**config.mk**
```make
export PLATFORM = sky130hd
export DESIGN_NAME = style_load_arbiter_flat
export DESIGN_NICKNAME = d
export VERILOG_FILES = /design/src/rtl/style_load_arbiter_if.sv /design/src/rtl/style_load_arbiter.sv /design/src/flat_wrapper.sv
export SDC_FILE = /design/constraint.sdc
export NUM_CORES = 1
export LEC_CHECK = 0
export CORE_AREA = 2 2 150 152
export DETAILED_ROUTE_END_ITERATION = 10
export DIE_AREA = 0 0 152 154
export PLACE_DENSITY_LB_ADDON = 0.25
export SYNTH_ARGS = -nofsm -noshare
export SYNTH_HDL_FRONTEND = slang
export SYNTH_SLANG_ARGS = --single-unit
```
**constraint.sdc**
```tcl
create_clock -name clock -period 2.3 [get_ports clock]
set_input_delay 0.46 -clock clock [delete_from_list [all_inputs] [get_ports clock]]
set_output_delay 0.46 -clock clock [all_outputs]
set_load 0.03 [all_outputs]
```
**src/rtl/style_load_arbiter_if.sv**
```systemverilog
// Requester and style-register signals of the style load arbiter.
// The master modport is the arbiter's view; slave is the environment's view.
interface style_load_arbiter_if #(
    parameter int NUM_REQ = 4,
    parameter int DATA_W  = 59
);
    logic [NUM_REQ-1:0]        req_valid;
    logic [NUM_REQ-1:0]        req_ready;
    logic [NUM_REQ*DATA_W-1:0] req_data;
    logic [NUM_REQ-1:0]        req_primitive;
    logic [NUM_REQ-1:0]        req_valid_disp;
    logic                      reg_stall;
    logic [DATA_W-1:0]         reg_d;
    logic                      reg_enable;

    modport master (
        input  req_valid, req_data, req_primitive, req_valid_disp, reg_stall,
        output req_ready, reg_d, reg_enable
    );

    modport slave (
        output req_valid, req_data, req_primitive, req_valid_disp, reg_stall,
        input  req_ready, reg_d, reg_enable
    );
endinterface

```
**src/rtl/style_load_arbiter.sv**
```systemverilog
// Round-robin arbiter that sequences computed-style values into the style register.
// Define STYLE_ARB_PIPELINE_EN to re-arbitrate on the HOLD exit cycle for back-to-back loads.
module style_load_arbiter #(
    parameter int NUM_REQ = 4,
    parameter int DATA_W  = 59,
    parameter int CNT_W   = 32,
    localparam int ID_W   = (NUM_REQ > 1) ? $clog2(NUM_REQ) : 1
) (
    input  logic                   clock,
    input  logic                   reset,
    style_load_arbiter_if.master   bus,
    output logic [ID_W-1:0]        grant_id,
    output logic                   busy,
    output logic [CNT_W-1:0]       load_count,
    output logic [CNT_W-1:0]       drop_count
);

    localparam logic [0:0] ST_IDLE = 1'b0;
    localparam logic [0:0] ST_HOLD = 1'b1;

    logic [0:0]        state;
    logic [ID_W-1:0]   rr_ptr;
    logic [DATA_W-1:0] held_data;
    logic              held_primitive;
    logic              held_valid_disp;

    logic              held_ok;
    logic              hold_exit;
    logic              arb_open;
    logic              found;
    logic              handshake;
    logic [ID_W-1:0]   winner;
    logic [ID_W:0]     scan_sum;
    logic [ID_W-1:0]   scan_idx;
    logic [DATA_W-1:0] sel_data;
    logic              sel_primitive;
    logic              sel_valid_disp;

    assign held_ok   = held_primitive & held_valid_disp;
    // A drop leaves HOLD immediately; a real load leaves only once the register accepts it.
    assign hold_exit = (state == ST_HOLD) & (~held_ok | ~bus.reg_stall);

`ifdef STYLE_ARB_PIPELINE_EN
    assign arb_open  = (state == ST_IDLE) | hold_exit;
`else
    assign arb_open  = (state == ST_IDLE);
`endif

    always_comb begin
        found    = 1'b0;
        winner   = '0;
        scan_sum = '0;
        scan_idx = '0;
        for (int k = 1; k <= NUM_REQ; k++) begin
            scan_sum = {1'b0, rr_ptr} + (ID_W+1)'(k);
            if (scan_sum >= (ID_W+1)'(NUM_REQ)) begin
                scan_sum = scan_sum - (ID_W+1)'(NUM_REQ);
            end
            scan_idx = scan_sum[ID_W-1:0];
            if (!found && bus.req_valid[scan_idx]) begin
                found  = 1'b1;
                winner = scan_idx;
            end
        end
    end

    always_comb begin
        sel_data       = '0;
        sel_primitive  = 1'b0;
        sel_valid_disp = 1'b0;
        for (int i = 0; i < NUM_REQ; i++) begin
            if (winner == ID_W'(i)) begin
                sel_data       = bus.req_data[i*DATA_W +: DATA_W];
                sel_primitive  = bus.req_primitive[i];
                sel_valid_disp = bus.req_valid_disp[i];
            end
        end
    end

    assign handshake = reset & arb_open & found;

    always_comb begin
        bus.req_ready = '0;
        if (handshake) begin
            bus.req_ready[winner] = 1'b1;
        end
    end

    assign bus.reg_d      = held_data;
    assign bus.reg_enable = reset & (state == ST_HOLD) & held_ok & ~bus.reg_stall;
    assign busy           = (state == ST_HOLD);

    always_ff @(posedge clock) begin
        if (!reset) begin
            state           <= ST_IDLE;
            rr_ptr          <= ID_W'(NUM_REQ - 1);
            held_data       <= '0;
            held_primitive  <= 1'b0;
            held_valid_disp <= 1'b0;
            grant_id        <= '0;
            load_count      <= '0;
            drop_count      <= '0;
        end else begin
            if (state == ST_HOLD) begin
                if (!held_ok) begin
                    if (drop_count != '1) drop_count <= drop_count + CNT_W'(1);
                end else if (!bus.reg_stall) begin
                    if (load_count != '1) load_count <= load_count + CNT_W'(1);
                end
            end
            if (handshake) begin
                state           <= ST_HOLD;
                held_data       <= sel_data;
                held_primitive  <= sel_primitive;
                held_valid_disp <= sel_valid_disp;
                grant_id        <= winner;
                rr_ptr          <= winner;
            end else if (hold_exit) begin
                state           <= ST_IDLE;
            end
        end
    end

endmodule

```
**src/flat_wrapper.sv**
```systemverilog
// flat-port wrapper written by rule: the top's interface ports become plain ports
module style_load_arbiter_flat 
#(
    parameter int NUM_REQ = 4,
    parameter int DATA_W  = 59,
    parameter int CNT_W   = 32,
    localparam int ID_W   = (NUM_REQ > 1) ? $clog2(NUM_REQ) : 1
)
  (clock, reset, grant_id, busy, load_count, drop_count, bus_req_valid, bus_req_data, bus_req_primitive, bus_req_valid_disp, bus_reg_stall, bus_req_ready, bus_reg_d, bus_reg_enable);
  style_load_arbiter_if #(.NUM_REQ(NUM_REQ), .DATA_W(DATA_W)) bus_i ();
  input  logic clock;
  input  logic reset;
  output logic [ID_W-1:0] grant_id;
  output logic busy;
  output logic [CNT_W-1:0] load_count;
  output logic [CNT_W-1:0] drop_count;
  input wire logic [$bits(bus_i.req_valid)-1:0] bus_req_valid;
  input wire logic [$bits(bus_i.req_data)-1:0] bus_req_data;
  input wire logic [$bits(bus_i.req_primitive)-1:0] bus_req_primitive;
  input wire logic [$bits(bus_i.req_valid_disp)-1:0] bus_req_valid_disp;
  input wire logic [$bits(bus_i.reg_stall)-1:0] bus_reg_stall;
  output wire logic [$bits(bus_i.req_ready)-1:0] bus_req_ready;
  output wire logic [$bits(bus_i.reg_d)-1:0] bus_reg_d;
  output wire logic [$bits(bus_i.reg_enable)-1:0] bus_reg_enable;
  assign bus_i.req_valid = bus_req_valid;
  assign bus_i.req_data = bus_req_data;
  assign bus_i.req_primitive = bus_req_primitive;
  assign bus_i.req_valid_disp = bus_req_valid_disp;
  assign bus_i.reg_stall = bus_reg_stall;
  assign bus_req_ready = bus_i.req_ready;
  assign bus_reg_d = bus_i.reg_d;
  assign bus_reg_enable = bus_i.reg_enable;
  style_load_arbiter #(.NUM_REQ(NUM_REQ), .DATA_W(DATA_W), .CNT_W(CNT_W)) u_core (.clock(clock), .reset(reset), .bus(bus_i), .grant_id(grant_id), .busy(busy), .load_count(load_count), .drop_count(drop_count));
endmodule
```
[Word-level counts from Yosys, hierarchy flattened]
Index checks and enable logic that the tools add are counted.
Widths: inputs -> output; s select.
Storage, ports and cells
  output and inout bits: 131
  bits in writable memories: 0
  bits in read-only memories: 0
  bits in latches: 0
  register bits: 130
  memories: 0
Cells by class
  equal/unequal tests: 5
  shift-type cells: 0
  reduce and logical (&&, ||, !) cells: 11
  $add $sub $neg: 10
  $lt $le $gt $ge: 10
  bitwise logic cells: 11
  div/mod/pow operators: 0
  $mul: 0
  mux-type cells: 37
Operator list (count)
  $mux 59: 4
  $add 32x1->32 const B: 2
  $ne 32x32->1 const B: 2
  $mux 1: 19
  $mux 2: 8
  $lt 2x3->1 const B: 5
  $ge 3x3->1 const B: 4
  $bmux 1 s2: 4
  $sub 2x1->2 const B: 4
  $and 1x1->1: 7
  $add 2x2->3 const B: 2
  $eq 2x2->1 const B: 2
  $logic_and 1x1->1: 4
  $mux 4: 1
  $reduce_and 4->1: 1
  $add 2x1->3 const B: 1
  $add 2x3->3 const B: 1
  $logic_not 1->1: 3
  $not 1->1: 3
  $reduce_and 3->1: 1
  $demux 1 s2: 1
  $eq 2x1->1 const B: 1
  $ge 2x1->1 const B: 1
  $logic_not 2->1: 1
  2 further kinds: 2

[Logic depth before layout (Yosys ltp)]
Gate-level depths: netlist of the first run.
  depth after elaboration: 20
  mapped depth: 8
  depth with buffers taken out: 6

[Worst setup path before layout of the first run]
No wires, ideal clock.
  kind: input-to-output
  start: input bus_req_valid[2]
  end: output bus_req_ready[0]
  arrival time: 1.983 ns
  path buffers: 1
  stages on the path: 5
  required time: 1.840 ns
  setup slack: -0.143 ns
  cells stage by stage: nand2b_1 a21boi_0 o21ai_1 clkbuf_1 nor3_1
On the way
  longest elaborated chain between the ends: 17
  elaborated cells between the ends (all ways): 29
Ends and longest elaborated chain
  start, declared: line flat_wrapper.sv:17  | input wire logic [$bits(bus_i.req_valid)-1:0] bus_req_valid;
  $bmux 1 s2: line style_load_arbiter.sv:60  | if (!found && bus.req_valid[scan_idx]) begin
  $mux 1 (implied by the code): line style_load_arbiter.sv:60
  $mux 1: line style_load_arbiter.sv:60
  $logic_not 1->1: line style_load_arbiter.sv:60
  $logic_and 1x1->1: line style_load_arbiter.sv:60
  $mux 1: line style_load_arbiter.sv:60
  $logic_not 1->1: line style_load_arbiter.sv:60
  $logic_and 1x1->1: line style_load_arbiter.sv:60
  $mux 1: line style_load_arbiter.sv:60
  $logic_not 1->1: line style_load_arbiter.sv:60
  $logic_and 1x1->1: line style_load_arbiter.sv:60
  $mux 2: line style_load_arbiter.sv:60
  $lt 2x3->1 (implied by the code) / $ge 2x1->1 (equally long branches): line style_load_arbiter.sv:85  | bus.req_ready[winner] = 1'b1;
  $logic_and 1x1->1 (implied by the code): line style_load_arbiter.sv:85
  $mux 1 (implied by the code): line style_load_arbiter.sv:85
  $demux 1 s2
  $mux 4 (*): line style_load_arbiter.sv:84  | if (handshake) begin
  end, declared: line flat_wrapper.sv:22  | output wire logic [$bits(bus_i.req_ready)-1:0] bus_req_ready;
Mark *: on every way between the ends. The rest lies on a longest branch, timed or not. The select of a mux whose other input is x is not followed.

[Final worst setup path of the first run]
  start: register u_core.rr_ptr[1]
  end: output bus_req_ready[0]
On the way
  longest elaborated chain between the ends: 20
  elaborated cells between the ends (all ways): 45
Ends and longest elaborated chain
  start, declared: line style_load_arbiter.sv:22  | logic [ID_W-1:0] rr_ptr;
  start signal, assigned: line style_load_arbiter.sv:96  | rr_ptr <= ID_W'(NUM_REQ - 1);
  start signal, assigned: line style_load_arbiter.sv:117  | rr_ptr <= winner;
  $add 2x1->3: line style_load_arbiter.sv:55  | scan_sum = {1'b0, rr_ptr} + (ID_W+1)'(k);
  $ge 3x3->1 / $sub 2x1->2 (equally long branches): line style_load_arbiter.sv:56, style_load_arbiter.sv:57
  $mux 2: line style_load_arbiter.sv:56  | if (scan_sum >= (ID_W+1)'(NUM_REQ)) begin
  $bmux 1 s2: line style_load_arbiter.sv:60
  $mux 1 (implied by the code): line style_load_arbiter.sv:60
  $mux 1: line style_load_arbiter.sv:60
  $logic_not 1->1: line style_load_arbiter.sv:60
  $logic_and 1x1->1: line style_load_arbiter.sv:60
  [... 4 more ...]
  $logic_not 1->1: line style_load_arbiter.sv:60
  $logic_and 1x1->1: line style_load_arbiter.sv:60
  $mux 2: line style_load_arbiter.sv:60
  $lt 2x3->1 (implied by the code) / $ge 2x1->1 (equally long branches): line style_load_arbiter.sv:85
  $logic_and 1x1->1 (implied by the code): line style_load_arbiter.sv:85
  $mux 1 (implied by the code): line style_load_arbiter.sv:85
  $demux 1 s2
  $mux 4 (*): line style_load_arbiter.sv:84
Marked as above.

==> flow_metrics.py, run 1 <==
metrics = {
    "clock_tree": {
        "clockRootBuffer": "clkbuf_16",
        "numCtsBuffers": 17,
        "clkTransAtPathRegs_ns": 0.07,
        "cts_sinks": 130,
        "cts_tree": "yes",
        "cts_max_level": 4,
        "clockBufferDepth": 2,
        "clock_latency_ns": 0.42,
    },
    "final_layout": {
        "stdcell_count": 1628,
        "drive_above_1_share": 0.1034,
        "regArea_mm2": 0.002608,
        "finalNetCount": 1584,
        "nFillCells": 2027,
        "syn_to_final_growth_pct": 73.80,
        "multiInputGateArea_mm2": 0.004259,
    },
    "sta": {
        "timing.final.ws_setup_ns": -0.003615,
        "maxSlewViolCount": 0,
        "skew_ns": 0.01440,
        "relSlewSlack": 0.5910,
        "hold_violations": 0,
        "worstMarginPinSlew_ns": 0.6135,
        "setup_violations": 1,
        "fmax_mhz": 434.1,
        "layout_min_cycle_time_ns": 2.304,
        "post-route-period-util": 1.002,
        "rsz0062_at_grt": "true",
    },
    "die": {
        "ioPinCount": 382,
        "die_area_mm2": 0.02341,
        "initial_core_util": 0.3263,
        "placementRows": 54,
        "die_y_um": 154,
        "die_w_um": 152,
        "core_mm2": 0.02169,
    },
    "synthesis": {
        "syn_inst": 925,
        "ys_types": 63,
        "syn-cell-area_mm2": 0.007077,
        "synth_top_area_share": 0.3678,
        "synth.most_common_cell": "nand2_1",
        "synth_seq_cells": 130,
        "yosys-top-cells-count": "nand2_1 (279), dfxtp_1 (130), a21oi_1 (89), clkbuf_1 (46), a221o_1 (39)",
        "avgSynthCellArea_um2": 7.651,
        "synth.largest_area_cell": "dfxtp_1",
        "seq_area_frac_synth": 0.3678,
        "synthArstFlopShare": 0,
        "synthFlopType": "dfxtp_1",
        "synth_nets": 1178,
        "synthTopCellsByArea": "dfxtp_1 (37%), nand2_1 (15%), a21oi_1 (6.3%)",
        "yosys_warnings": 0,
        "synth_edf_count": 0,
    },
    "power": {
        "power_density_mw_per_mm2": 645.1,
        "p_int_mw": 5.270,
        "p_comb_frac": 0.327,
        "vdd_ir_drop_max_mv": 0.3764,
        "seq_power_share": 0.333,
        "p_switching_mw": 2.665,
        "clockPowerShare": 0.340,
        "leakage_nw": 4.786,
        "switching_share": 0.3358,
    },
    "detailed_routing": {
        "wl_per_cell_um": 17.83,
        "drc_errors": 0,
        "drt-total-wl_um": 29040,
        "drt_first_pass_iters": 5,
        "drt-initial-drc-count": 517,
        "viasPerCell": 5.240,
        "ant_nets": 0,
        "vias": 8530,
    },
    "grt": {
        "grt_max_degree": 53,
        "antenna_found_initial": 4,
        "grt_pass1_vias": 8392,
        "grt_pass1_wl_um": 44710,
        "grt.overflow.total": 0,
        "grt_usage": 0.2393,
    },
    "critical_path": {
        "path_class": "reg2out",
        "endpoint_kind": "output pin",
        "cp_max_fo": 7,
        "cp.required_ns": 1.84,
        "rrSetupSlack_ns": 0.22,
        "cp.arrival_ns": 1.84,
        "cp-start-kind": "flop",
    },
    "status": {
        "status": "finished, violations left",
        "violations": "negative setup slack",
    },
    "job": {
        "maxCapViolCount": 0,
    },
    "place": {
        "dp_hpwl_um": 22030,
        "dp_cells": 1585,
        "port_buffers": 381,
        "gp_congestion": 0.8627,
        "dp_slack_ns": -0.3411,
    },
    "min_path": {
        "hp-class": "reg2reg",
    },
}
==> flip-flops by register name, summed over array words and instances, names as in the netlist <==
| signal | flops |
|---|---|
| u_core.load_count | 32 |
| u_core.drop_count | 32 |
| u_core.grant_id | 2 |
| u_core.rr_ptr | 2 |
| u_core.held_valid_disp | 1 |
| u_core.held_primitive | 1 |
| u_core.bus.reg_d | 59 |
| u_core.busy | 1 |
==> cells in the final DEF (no fill, tap or decap), drive strengths merged, types with 23 or more instances in the layout <==
master,synthesis,final
o21ai,23,23
buf,16,74
a21oi,92,92
nand2,279,279
nor2,27,27
a221o,39,39
nand3,24,24
dfxtp,130,130
clkdlybuf4s50,0,371
==> final cells by class <==
type | instances | share of cell area
Multi-Input combinational cell | 722 | 0.3463
Clock buffer | 18 | 0.03489
Clock inverter | 14 | 0.01170
Tap cell | 280 | 0.02848
Antenna cell | 4 | 0.0008138
Sequential cell | 130 | 0.2120
Inverter | 11 | 0.003357
Timing Repair Buffer | 449 | 0.3625
==> through the flow <==
step	utilization	hold slack, ns	area, um^2	setup TNS [ns]	total power [mW]
5_1_grt	0.5671	0.5102	12300	-0.1693	8.272
3_5_place_dp	0.5337	0.4726	11570	-17.75	5.218
2_1_floorplan	-	0.4821	7077	-0.2863	3.897
3_3_place_gp	0.5337	0.4688	11570	-14.90	5.203
4_1_cts	0.5643	0.4898	12240	0	7.978
6_report	0.5671	0.4824	12300	-0.003615	7.935
==> path summary, 6_finish.rpt <==
| kind | from | end | cells after the start |
|---|---|---|---|
| max reg2reg | u_core.load_count[4] | u_core.load_count[15] | 5 |
| max | u_core.rr_ptr[1] | bus_req_ready[0] | 5 |
| min | u_core.bus.reg_d[54] | u_core.bus.reg_d[54] | 1 |
| min reg2reg | u_core.bus.reg_d[54] | u_core.bus.reg_d[54] | 1 |
==> cells by family after synthesis <==
group | Yosys count | synth area share
XOR/XNOR | 15 | 0.01856
AO/OA/AOI/OAI | 240 | 0.2479
buffers and inverters | 73 | 0.04402
AND/OR/NAND/NOR | 452 | 0.2999
adder cells (fa/ha/maj) | 2 | 0.003536
multiplexers | 13 | 0.01839
flip-flops | 130 | 0.3678
==> power groups by stage <==
stage / Combinational, mW / Sequential [mW] / Clock [mW]
after CTS: 2.58 / 2.64 / 2.76
after floorplan: 0.823 / 3.07 / 0
after global placement: 2.53 / 2.68 / 0
after global routing: 2.76 / 2.66 / 2.84
after detailed placement: 2.54 / 2.67 / 0
final: 2.60 / 2.64 / 2.70
==> timing repair <==
action                                  CTS  global route
endpoints found under the setup margin    4             7
hold buffers                              0             0
pin swaps                                 5             8
gates resized for setup                  30            10
setup buffers                             2             5
==> critical path: stages, from the launching register on <==
cell and delay [ns]:
dfxtp_4 0.37, and3b_2 0.21, o31a_4 0.38, buf_12 0.13, nor3_4 0.17, buf_6 0.15
==> per-layer routing <==
metal  global-route usage  vias to the layer above  wire [um]
met5                    0                        -          0
met4              0.09568                        0        852
met3              0.07300                       47       2123
met2               0.4174                      307      14410
met1               0.2735                     3989      11650
li1                     -                     4187          -
Power figures use the tool's default switching activity.
==> run 2: changes to the inputs <==
Clock period 2.3 ns to 2.7 ns, I/O delays scaled along.
==> run 2 against run 1 <==
Compared with the run above:
- the flow now finishes without violations
- non-clock buffer count fell by 32
- cell area decreased by 2.3%
- total power fell by 14%
- worst hold slack barely moved
- global-route usage decreased by 0.37 points
- critical endpoint is now bus_req_ready[3]
==> flow_metrics.py, run 2 (synthesized netlist as in run 1, its figures left out) <==
metrics = {
    "grt": {
        "grt_pass1_wl_um": 44180,
        "grt_pass1_vias": 8134,
        "grt_usage": 0.2355,
        "grt.overflow.total": 0,
        "grt_max_degree": 58,
        "antenna_found_initial": 8,
    },
    "clock_tree": {
        "clockBufferDepth": 2,
        "postCtsHoldBufs": 0,
        "numCtsBuffers": 17,
        "cts_tree": "yes",
        "clkTransAtPathRegs_ns": 0.07,
        "cts_sinks": 130,
        "cts_max_level": 4,
        "clock_latency_ns": 0.42,
        "clockRootBuffer": "clkbuf_16",
    },
    "final_layout": {
        "drive_above_1_share": 0.07551,
        "largest_reg_flops": 59,
        "syn_to_final_growth_pct": 69.80,
        "final_common_cell": "clkdlybuf4s50_1",
        "mostFrequentLayoutCells": "clkdlybuf4s50_1 (372), nand2_1 (279), dfxtp_1 (130)",
        "nFillCells": 2022,
        "finalNetCount": 1552,
    },
    "sta": {
        "maxSlewViolCount": 0,
        "hold_violations": 0,
        "fmax_mhz": 399.6,
        "layout_min_cycle_time_ns": 2.503,
        "post-route-period-util": 0.9269,
        "worstMarginPinSlew_ns": 0.5824,
        "setup_violations": 0,
        "skew_ns": 0.01303,
        "relSlewSlack": 0.6100,
        "rsz0062_at_grt": "false",
        "fin_setup_tns_ns": 0,
    },
    "place": {
        "gp_congestion": 0.8778,
        "dp_hpwl_um": 21480,
        "port_buffers": 381,
    },
    "detailed_routing": {
        "vias": 8371,
        "drt_first_pass_iters": 5,
        "drt-total-wl_um": 28690,
        "drt-initial-drc-count": 492,
        "drc_errors": 0,
        "viasPerCell": 5.238,
        "ant_nets": 0,
        "wl_per_cell_um": 17.96,
    },
    "job": {
        "maxCapViolCount": 0,
    },
    "critical_path": {
        "path_class": "in2out",
        "cp-start-kind": "primary input",
        "cp_max_fo": 5,
        "cp.arrival_ns": 1.96,
        "cp.required_ns": 2.16,
        "endpoint_kind": "output pin",
    },
    "power": {
        "vdd_ir_drop_max_mv": 0.3041,
        "p_total_mw": 6.806,
        "power_density_mw_per_mm2": 566.4,
        "leakage_nw": 4.634,
    },
    "min_path": {
        "hp-class": "reg2reg",
    },
    "die": {
        "initial_core_util": 0.3263,
        "placementRows": 54,
        "core_mm2": 0.02169,
        "die_w_um": 152,
        "ioPinCount": 382,
        "die_y_um": 154,
        "die_area_mm2": 0.02341,
    },
    "status": {
        "status": "complete, no violations",
    },
}
run 2: changes by cell type in the layout (fill, tap and decap cells not counted), sizes merged:
| cell | previous run | this run |
|---|---|---|
| buf | 74 | 41 |
| bufinv | 1 | 3 |
| clkbuf | 20 | 17 |
| clkdlybuf4s50 | 371 | 372 |
| clkinv | 2 | 6 |
| clkinvlp | 4 | 1 |
| diode | 4 | 7 |
| dlymetal6s2s | 1 | 3 |
| inv | 18 | 15 |
run 2: layer usage:
metal	wire [um]	global-route usage	share of wire	vias to the layer above
met5	13	0	0.00045	-
met3	2145	0.07469	0.075	58
met1	11440	0.2672	0.40	3866
li1	-	-	-	4136
met4	813	0.1081	0.028	2
met2	14280	0.4045	0.50	309
run 2: worst max-delay path, stage by stage:
cell and delay [ns]:
dlygate4sd2_1 0.28, or4_4 0.49, nand3b_1 0.24, nor2_2 0.07
and2_4 0.18, buf_4 0.16
run 2: power breakdown:
| part | internal (mW) | leakage (nW) | switching, mW |
|---|---|---|---|
| clock | 1.46 | 0.295 | 0.967 |
| combinational | 1.02 | 3.28 | 1.11 |
| sequential | 2.12 | 1.06 | 0.130 |
run 2: what timing repair did:
item,CTS,global route
setup buffers,1,0
pin swaps,0,2
setup endpoints to repair,4,4
endpoints found under the hold margin,0,0
resized for setup,5,10
run 2: area by class of cell:
type | instances | area, um^2 | area share
antenna | 7 | 17.52 | 0.001458
clock buffer | 17 | 425.4 | 0.03540
clock inverter | 14 | 177.7 | 0.01479
inverter | 11 | 41.29 | 0.003436
multi-input combinational | 722 | 4229 | 0.3519
sequential | 130 | 2603 | 0.2166
tap | 280 | 350.3 | 0.02915
timing repair buffer | 417 | 4173 | 0.3473
run 2: final timing paths:
kind                    startpoint  depth (start not counted)  slack (ns)                     to
max               bus_req_valid[3]                          6        0.20       bus_req_ready[3]
min          u_core.load_count[22]                          2        0.48  u_core.load_count[22]
max reg2reg   u_core.load_count[3]                          5        0.56  u_core.load_count[15]
min reg2reg  u_core.load_count[22]                          2        0.48  u_core.load_count[22]
run 2: per-stage QoR:
stage / worst slack [ns] / utilization / instance area (um^2) / cells / hold slack (ns)
6_report: 0.1973 / 0.5541 / 12020 / 1598 / 0.4825
5_1_grt: 0.1221 / 0.5541 / 12020 / 1598 / 0.5040
4_1_cts: 0.0006202 / 0.5516 / 11960 / 1591 / 0.4895
3_5_place_dp: -0.06246 / 0.5230 / 11340 / 1559 / 0.4714
3_3_place_gp: -0.07301 / 0.5230 / 11340 / 1559 / 0.4663
2_1_floorplan: 0.09686 / - / 7077 / 925 / 0.4821
==> RTL edit (config.mk and constraints of run 1) <==
Make the reset (`reset`) asynchronous in one clocked block.
--- a/src/rtl/style_load_arbiter.sv
+++ b/src/rtl/style_load_arbiter.sv
@@ -90,7 +90,7 @@
     assign bus.reg_enable = reset & (state == ST_HOLD) & held_ok & ~bus.reg_stall;
     assign busy           = (state == ST_HOLD);
 
-    always_ff @(posedge clock) begin
+    always_ff @(posedge clock or negedge reset) begin
         if (!reset) begin
             state           <= ST_IDLE;
             rr_ptr          <= ID_W'(NUM_REQ - 1);
Formal check against the unedited RTL: differs if reset is asserted again (counterexample within 4 cycles, from zero or initial values and one cycle with reset low); with reset held inactive, the same outputs for 4 cycles.
==> RTL edit against run 1 <==
Sequential cell count is the same. Design area decreased by 0.80%. Synthesized area fell by 0.74%. Routed wire length shrank 8.3%. Worst setup slack improved by 0.0081 ns. Final cell count decreased by 17%. Power increased by 38%. Synthesized cell count fell by 31%. Largest cell class unchanged. Highest routed layer is now met5.
==> RTL edit: results (changes against run 1) <==
| Metric | Value |
|---|---|
| Result of the run | `completed` |
| Leakage Power | `5.39 nW (+13%)` |
| CP max-delay cell | `dfstp_2` |
| Wire length of the first global-routing pass | `40700 um (-9.0%)` |
| Largest cells by area after synthesis | `dfrtp_1, mux2i_1, o221ai_1, nand2_1, xnor2_1` |
| Hold Slack | `0.486 ns (+0.00374 ns)` |
| Layout fillers | `1916 (-5.5%)` |
| Sequential area share after synthesis | `46.3% (+9.6 points)` |
| Depth of the worst hold-timing path | `2 (+1)` |
| Cell-internal power | `0.00695 W (+32%)` |
| Net count of the mapped netlist | `894 (-24%)` |
| Least-Margin Pin Slew | `0.739 ns (+0.125 ns)` |
| CP bufs+invs | `1 (-1)` |
| Worst voltage drop across the vdd grid | `0.480 mV (+28%)` |
| Number of global-route vias before repair | `6848 (-18%)` |
| Worst Path Max Fanout | `6 (-1)` |
| R2r worst-path depth | `7 (+2)` |
| Placed standard-cell area | `11500 um^2 (-0.93%)` |
| Post-Route Skew | `0.00879 ns (-0.00561 ns)` |
| Starting DRT DRC Count | `265 (-49%)` |
| Asr flop ratio synth | `100% (+100 points)` |
| Grt met3 use | `7.19% (-0.11 points)` |
| Met1 track demand over resource in global routing | `26.6% (-0.80 points)` |
| CP peak stage delay | `0.60 ns (+0.22 ns)` |
| Count of different cell masters after synthesis | `49 (-22%)` |
| Sum of routed wire length over all layers | `26600 um (-8.3%)` |
| Reg-to-Reg Start | `u_core.rr_ptr[1]$_DFFE_PN1P_` |
| Vias per Instance | `4.95 (-5.5%)` |
| Gate family responsible for the most delay along the worst path | `flip-flops` |
| Routability Congestion | `0.871 (+0.90%)` |
| Capture point of the worst reg-to-reg path | `u_core.bus.reg_d[23]$_DFFE_PN0P_` |
-- RTL edit: power by group through the flow --
stage / registers, W / clock network, W / logic [W]
3_5_place_dp: 0.00325 / 0 / 0.00473
3_3_place_gp: 0.00323 / 0 / 0.00469
5_1_grt: 0.00329 / 0.00312 / 0.00503
2_1_floorplan: 0.00422 / 0 / 0.00151
6_report: 0.00321 / 0.00295 / 0.00476
4_1_cts: 0.00321 / 0.00301 / 0.00476
-- RTL edit: routing by layer --
metal	part of all wire [%]	routed length, um
met5	0.14	37
met4	2.2	576
met3	7.0	1870
met2	51	13600
met1	39	10500
-- RTL edit: timing repair --
action                                  4_1_cts  5_1_grt
resized for setup                             6       11
hold buffers                                  1        0
endpoints found under the hold margin         2        0
buffers inserted                              1        3
endpoints found under the setup margin        3        4
pin swaps                                     1        6
-- RTL edit: how the worst max path moves through the flow --
stage	depth (start not counted)	endpoint	slack [ns]	start
floorplan	7	bus_req_ready[0]	-0.07	u_core.rr_ptr[1]$_DFFE_PN1P_
global placement	7	u_core.bus.reg_d[20]$_DFFE_PN0P_	-0.14	bus_req_valid[3]
detailed placement	7	u_core.bus.reg_d[20]$_DFFE_PN0P_	-0.13	bus_req_valid[3]
CTS	7	bus_req_ready[2]	0.001	bus_req_valid[1]
global route	5	bus_req_ready[1]	-0.11	u_core.rr_ptr[1]$_DFFE_PN1P_
finish	5	bus_req_ready[1]	0.005	u_core.rr_ptr[1]$_DFFE_PN1P_
-- RTL edit: final cells by class --
class                   count  area (um^2)  share of cell area (%)
diodes                      5         12.5                   0.103
clock buffers              19          433                    3.55
inverters                   5         18.8                   0.154
clock inverters            13          198                    1.62
multi-input cells         471         3620                    29.7
well taps                 280          350                    2.87
flip-flops and latches    130         3260                    26.7
repair buffers            432         4310                    35.3
-- RTL edit: cells by family after synthesis --
group	after synthesis	share of synthesized area (%)
and+or+nand+nor	205	15.4
adders and majority gates	2	0.356
DFF	130	46.3
xor gates and xnor gates	60	7.48
buffers and inverters	40	2.89
AOI/OAI and AO/OA	79	9.65
muxes	125	17.8
-- RTL edit: tightest hold or removal path, delay by kind of cell (launching register included) --
kind / cells / cell delay (ns)
DFF: 1 / 0.34
and+or+nand+nor: 1 / 0.05
AOI/OAI and AO/OA: 1 / 0.06
-- RTL edit: metrics by stage --
step,setup TNS [ns],worst slack [ns],instances,power [W],utilization [%]
final,0,0.00452,1355,0.0109,56.3
after global routing,-0.272,-0.109,1354,0.0114,56.2
after global placement,-1.36,-0.135,1313,0.00792,52.9
after floorplan,-0.146,-0.0732,641,0.00573,-
after CTS,0,0.00124,1347,0.0110,55.9
after detailed placement,-1.60,-0.125,1313,0.00798,52.9
